===== config.mk =====
export PLATFORM = sky130hd
export DESIGN_NAME = clk_div_prog
export DESIGN_NICKNAME = d
export VERILOG_FILES = /design/src/rtl/clk_div_prog.sv
export SDC_FILE = /design/constraint.sdc
export NUM_CORES = 1
export LEC_CHECK = 0
export CORE_MARGIN = 2
export CORE_UTILIZATION = 45
export CTS_BUF_LIST = sky130_fd_sc_hd__clkbuf_4 sky130_fd_sc_hd__clkbuf_8 sky130_fd_sc_hd__clkbuf_16
export DETAILED_ROUTE_END_ITERATION = 8
export PLACE_DENSITY = 0.67
export SETUP_SLACK_MARGIN = 0.5
export SYNTH_ARGS = -nofsm -noshare
export SYNTH_HDL_FRONTEND = slang
export SYNTH_SLANG_ARGS = --single-unit

===== constraint.sdc =====
create_clock -name clk_in -period 4.2 [get_ports clk_in]
set_input_delay 1.26 -clock clk_in [delete_from_list [all_inputs] [get_ports clk_in]]
set_output_delay 1.26 -clock clk_in [all_outputs]
set_load 0.01 [all_outputs]

===== src/rtl/clk_div_prog.sv =====
// Programmable clock divider: 50% duty clk_out for any divisor 2..2^DIV_W-1, with
// divisor changes deferred to period boundaries and a clean stop/start on en.
module clk_div_prog #(
  parameter int DIV_W       = 8,
  parameter int DEFAULT_DIV = 7
) (
  input  logic             clk_in,
  input  logic             rst_n,
  input  logic             en,
  input  logic [DIV_W-1:0] div_val,
  input  logic             div_load,
  output logic             clk_out,
  output logic             tick,
  output logic [DIV_W-1:0] div_cur,
  output logic             load_ack,
  output logic             div_err
);

  typedef enum logic {IDLE, RUN} state_t;

  localparam logic [DIV_W-1:0] DEF_DIV = DEFAULT_DIV[DIV_W-1:0];

  state_t           state_q, state_d;
  logic [DIV_W-1:0] cnt_q, cnt_d;
  logic [DIV_W-1:0] div_q, div_d;
  logic [DIV_W-1:0] pend_q, pend_d;
  logic             pend_vld_q, pend_vld_d;
  logic             q_p_q, q_p_d;
  logic             q_n_q;
  logic             ack_q, ack_d;
  logic             err_q, err_d;
  logic             load_ok;
  logic             wrap;
  logic [DIV_W-1:0] half_d;

  assign load_ok = div_load && (div_val >= DIV_W'(2));
  assign wrap    = (cnt_q == div_q - DIV_W'(1));
  // ceil(D/2) without needing an extra carry bit
  assign half_d  = (div_d >> 1) + DIV_W'(div_d[0]);

  always_comb begin
    state_d    = state_q;
    cnt_d      = cnt_q;
    div_d      = div_q;
    pend_d     = pend_q;
    pend_vld_d = pend_vld_q;
    ack_d      = 1'b0;
    err_d      = div_load && !load_ok;
    case (state_q)
      IDLE: begin
        cnt_d = '0;
        if (en) begin
          state_d = RUN;
          if (pend_vld_q) begin
            div_d      = pend_q;
            pend_vld_d = 1'b0;
            ack_d      = 1'b1;
          end
        end
      end
      RUN: begin
        if (wrap) begin
          cnt_d = '0;
          if (!en) begin
            state_d = IDLE;
          end else if (pend_vld_q) begin
            div_d      = pend_q;
            pend_vld_d = 1'b0;
            ack_d      = 1'b1;
          end
        end else begin
          cnt_d = cnt_q + DIV_W'(1);
        end
      end
      default: state_d = IDLE;
    endcase
    // A load landing on a boundary only becomes pending for the next one.
    if (load_ok) begin
      pend_d     = div_val;
      pend_vld_d = 1'b1;
    end
    q_p_d = (state_d == RUN) && (cnt_d < half_d);
  end

  always_ff @(posedge clk_in) begin
    if (!rst_n) begin
      state_q    <= IDLE;
      cnt_q      <= '0;
      div_q      <= DEF_DIV;
      pend_q     <= '0;
      pend_vld_q <= 1'b0;
      q_p_q      <= 1'b0;
      ack_q      <= 1'b0;
      err_q      <= 1'b0;
    end else begin
      state_q    <= state_d;
      cnt_q      <= cnt_d;
      div_q      <= div_d;
      pend_q     <= pend_d;
      pend_vld_q <= pend_vld_d;
      q_p_q      <= q_p_d;
      ack_q      <= ack_d;
      err_q      <= err_d;
    end
  end

  always_ff @(negedge clk_in) begin
    if (!rst_n) q_n_q <= 1'b0;
    else        q_n_q <= q_p_q;
  end

  // Odd divisors trim half a cycle off the high phase via the negedge copy.
  assign clk_out  = q_p_q & (q_n_q | ~div_q[0]);
  assign tick     = (state_q == RUN) && (cnt_q == '0);
  assign div_cur  = div_q;
  assign load_ack = ack_q;
  assign div_err  = err_q;

endmodule


# Yosys cells after proc, flatten, opt, wreduce, memory -nomap -nowiden
# Index checks and enable logic that the tools add are counted.
# word_totals
elab_cells	43
input_bits	12
register_bits	30
# classes
n_reduce_logical	6
order_cmp	2
addsub	3
mux	17
bitwise_logic	4
eq_ne	2
# ops
op	count
8-bit two-way mux	4
8-bit case mux with 2 select lines	2
7-bit by 1-bit adder with 8-bit output	1
8-bit by 1-bit adder with 8-bit output, second input constant	1
8-bit equality test	1
8-bit by 2-bit >= comparator with 1-bit output, second input constant	1
8-bit logical NOT	1
8-bit < comparator	1
1-bit two-way mux	8
8-bit by 1-bit subtractor with 8-bit output, second input constant	1
1-bit case mux with 2 select lines	3
1-bit logical AND	4
3-bit by 1-bit inequality test with 1-bit output, second input constant	1
1-bit NOT	2
1-bit AND	1
1-bit logical NOT	1
1-bit OR	1

# Depth between registers and ports, before layout
# depth
ltp_word	7
ltp_mapped	18
depth_no_buf	18

==> impl_results.md <==
* Status: finished with violations
* Failing checks: setup timing
* Routed met1 length at 1990 um
* CP endpoint kind: output port
* Psw at 182 uW
* Bufs and invs on worst path at 1
* Gr usage total at 18.8%
* Vias per cell at 5.18
* Setup tns final at -57.1 ps
* Wire per inst at 13.2 um
* Pint at 614 uW
* Design Area, Final at 0.00238 mm2
* CTS H-tree lvls at 2
* Vias in the first global route at 1345
* Syn Inst Count at 220
* GRT Residual Overflow at 0
* Unrepaired setup endpoints after global routing: yes
* Root Buffer: clkbuf_8
* Area leader, netlist: dfxtp_1
* First-pass GRT wire length at 6440 um
* Crit-path slowest cell: dfxtp_1
* Initial antenna violation count at 0
* Clock Power Share at 45.9%
* Slew Limit Fails at 0
* Die width at 68.5 um
* Worst-path clk slew at 70 ps
* Fin nets at 275
* Hold Crit Class: flop to flop
* Total power at 797 uW
* Core Util, Final at 59.6%
* Yosys top cell area share at 32.1%
* Leak at 0.965 nW
* Iteration-0 DRC Markers at 71
* Crit Path Category: flop to output port
* CP required at 2940 ps
* Met3 Routed Length at 97 um
* CTS Hold Bufs at 0
* Synthesis-stage register bit count at 30
* Post-synth EDFFs at 0
* Power Dens Cells at 334 mW/mm2
* Synth area leaders: dfxtp_1, xnor2_1, ha_1
* Clock latency on the worst-skew pair at 330 ps
* IO Pins at 24
* Pin count of the biggest net entering global routing at 18
* DP Area at 0.00215 mm2
* Switching share of power at 22.9%
* Register area share after synthesis at 32.1%
* Critical path arrival at 3000 ps
* Top_reg_cell synth: dfxtp_1
* Syn_nets at 244
* CP cell instances: o21a_1, buf_2
* Syn_area_per_cell at 8.51 um2
* Setup ws final at -57.1 ps
* I/O Buffers at 23
* DRC at 0
* Final hold vios at 0
* Comb pwr share at 15.3%
* Die Outline Area at 0.00469 mm2
* First-pass DRT Iterations at 4
* CTS Buf Count at 5
* ANT cells at 0
* Crit Path Max Fanout at 1
* Setup violators final at 1
* Die H at 68.5 um
* Antenna Violating Nets Remaining at 0
* Maximum VDD drop at 0.000263 V
* Core area at 0.00400 mm2
* Reg power frac at 38.8%
* Family with the most delay on the worst path: flip-flops
* Worst clock skew at 56.7 ps
* Most frequent cells in the layout: nand2_1, dfxtp_1, nor2_1
* Uppermost routed layer: met4
* Layout fillers at 369
* DP Worst Slack at -64.8 ps
* Ys Warns at 0
* WL final at 3990 um
* Hpwl dp at 2940 um
* Detailed-route via count at 1563
* Post-synth ARST share at 0%
* CTS tree: built
* Layout area overhead at 27.3%
* Placer Congestion at 0.800
* Worst slew margin at 64.3%
* Worst-margin pin slew at 535 ps
* Cell Area, Synth at 0.00187 mm2
* Type of element launching the critical path: flop
* Max Root-Sink Buffers at 2
* Share of post-route cells with drive strength above 1 at 16.3%
* CTS Sinks at 30
* Num rows at 23
* Max_cap viols at 0
* Initial Util at 46.8%
* Slowest stage delay, CP at 280 ps
* Most common cell after layout, fill and taps aside: nand2_1
* DR WL met2 at 1880 um
* Distinct cells, synth at 44
## metrics by stage
step,instances,hold slack (ps)
6_report,302,457
5_1_grt,302,494
4_1_cts,300,461
3_5_place_dp,290,451
3_3_place_gp,290,447
2_1_floorplan,220,436
## cells in the mapped netlist, types with 2 or more instances
cell / number
a21o_1: 2
a21oi_1: 11
and2_1: 2
and3_1: 4
buf_2: 3
clkbuf_1: 4
dfxtp_1: 30
ha_1: 12
inv_1: 10
mux2_4: 2
mux2i_1: 12
nand2_1: 28
nand3_1: 8
nand3b_1: 2
nand4_1: 3
nor2_1: 25
nor2b_1: 2
nor3b_1: 2
nor4_1: 2
o21ai_0: 5
or2_1: 2
or2_2: 2
xnor2_1: 20
xor2_1: 7
## worst register-to-register path, stage by stage, from the launching register on
cell      delay [ps]
dfxtp_4          370
inv_2             30
ha_1             290
xor2_1           140
nand2_1          110
nor4_4           310
nand4_1          180
o21ai_4          230
mux2_4           350
ha_4             190
buf_6            120
xor2_1           160
ha_1             320
nor2b_1          140
o21ai_1          160
nand2b_1          80
a21oi_2          110
o21ai_1           90
nor3b_1          180
## final timing paths
path	from	cells past startpoint	end	slack [ps]
max reg2reg	div_cur[1]$_SDFF_PN1_	18	q_p_q$_SDFF_PN0_	570
max	q_n_q$_SDFF_NN0_	2	clk_out	-60
min reg2reg	pend_q[0]$_SDFFE_PN0P_	2	pend_q[0]$_SDFFE_PN0P_	460
min	pend_q[0]$_SDFFE_PN0P_	2	pend_q[0]$_SDFFE_PN0P_	460
## area by class of cell
cell class	instances	area, um2	area share [%]
multi-input cells	171	1220	51.4
flip-flops and latches	30	609	25.6
inverters	9	33.8	1.42
clock inverters	3	63.8	2.68
well taps	50	62.6	2.63
clock buffers	6	82.6	3.47
repair buffers	33	305	12.8
## logic make-up (layout without fill, tap and decap cells)
family	after synthesis	after routing	synth area share, %
flip-flops	30	30	32.1
XOR/XNOR	27	27	12.6
buffers and inverters	19	51	5.28
adder cells (fa/ha/maj)	12	12	8.02
multiplexers	14	14	8.02
AND/OR/NAND/NOR	90	90	24.2
AO/OA/AOI/OAI	28	28	9.76
## state kept, by name, summed over array words and instances (netlist names)
register and flops:
cnt_q 8, div_err 1, div_cur 8, q_n_q 1, q_p_q 1, state_q 1
pend_vld_q 1, load_ack 1, pend_q 8
## per-layer routing
| metal | vias up | GRT usage, % |
|---|---|---|
| li1 | 809 | - |
| met5 | - | 0 |
| met3 | 2 | 4.87 |
| met1 | 739 | 26.1 |
| met4 | 0 | 6.00 |
| met2 | 13 | 28.2 |
## power groups by stage
| stage | combinational, mW | sequential (mW) | clock [mW] |
|---|---|---|---|
| floorplan | 0.0717 | 0.312 | 0.00298 |
| global placement | 0.104 | 0.316 | 0.00298 |
| detailed placement | 0.105 | 0.316 | 0.00298 |
| CTS | 0.111 | 0.309 | 0.374 |
| global route | 0.134 | 0.311 | 0.390 |
| finish | 0.122 | 0.309 | 0.366 |
## repair_timing
action	4_1_cts	5_1_grt
setup buffers	2	2
resized for setup	16	9
pin swaps	8	17
endpoints found under the setup margin	3	2
gates cloned	0	0
Power figures use the tool's default switching activity.
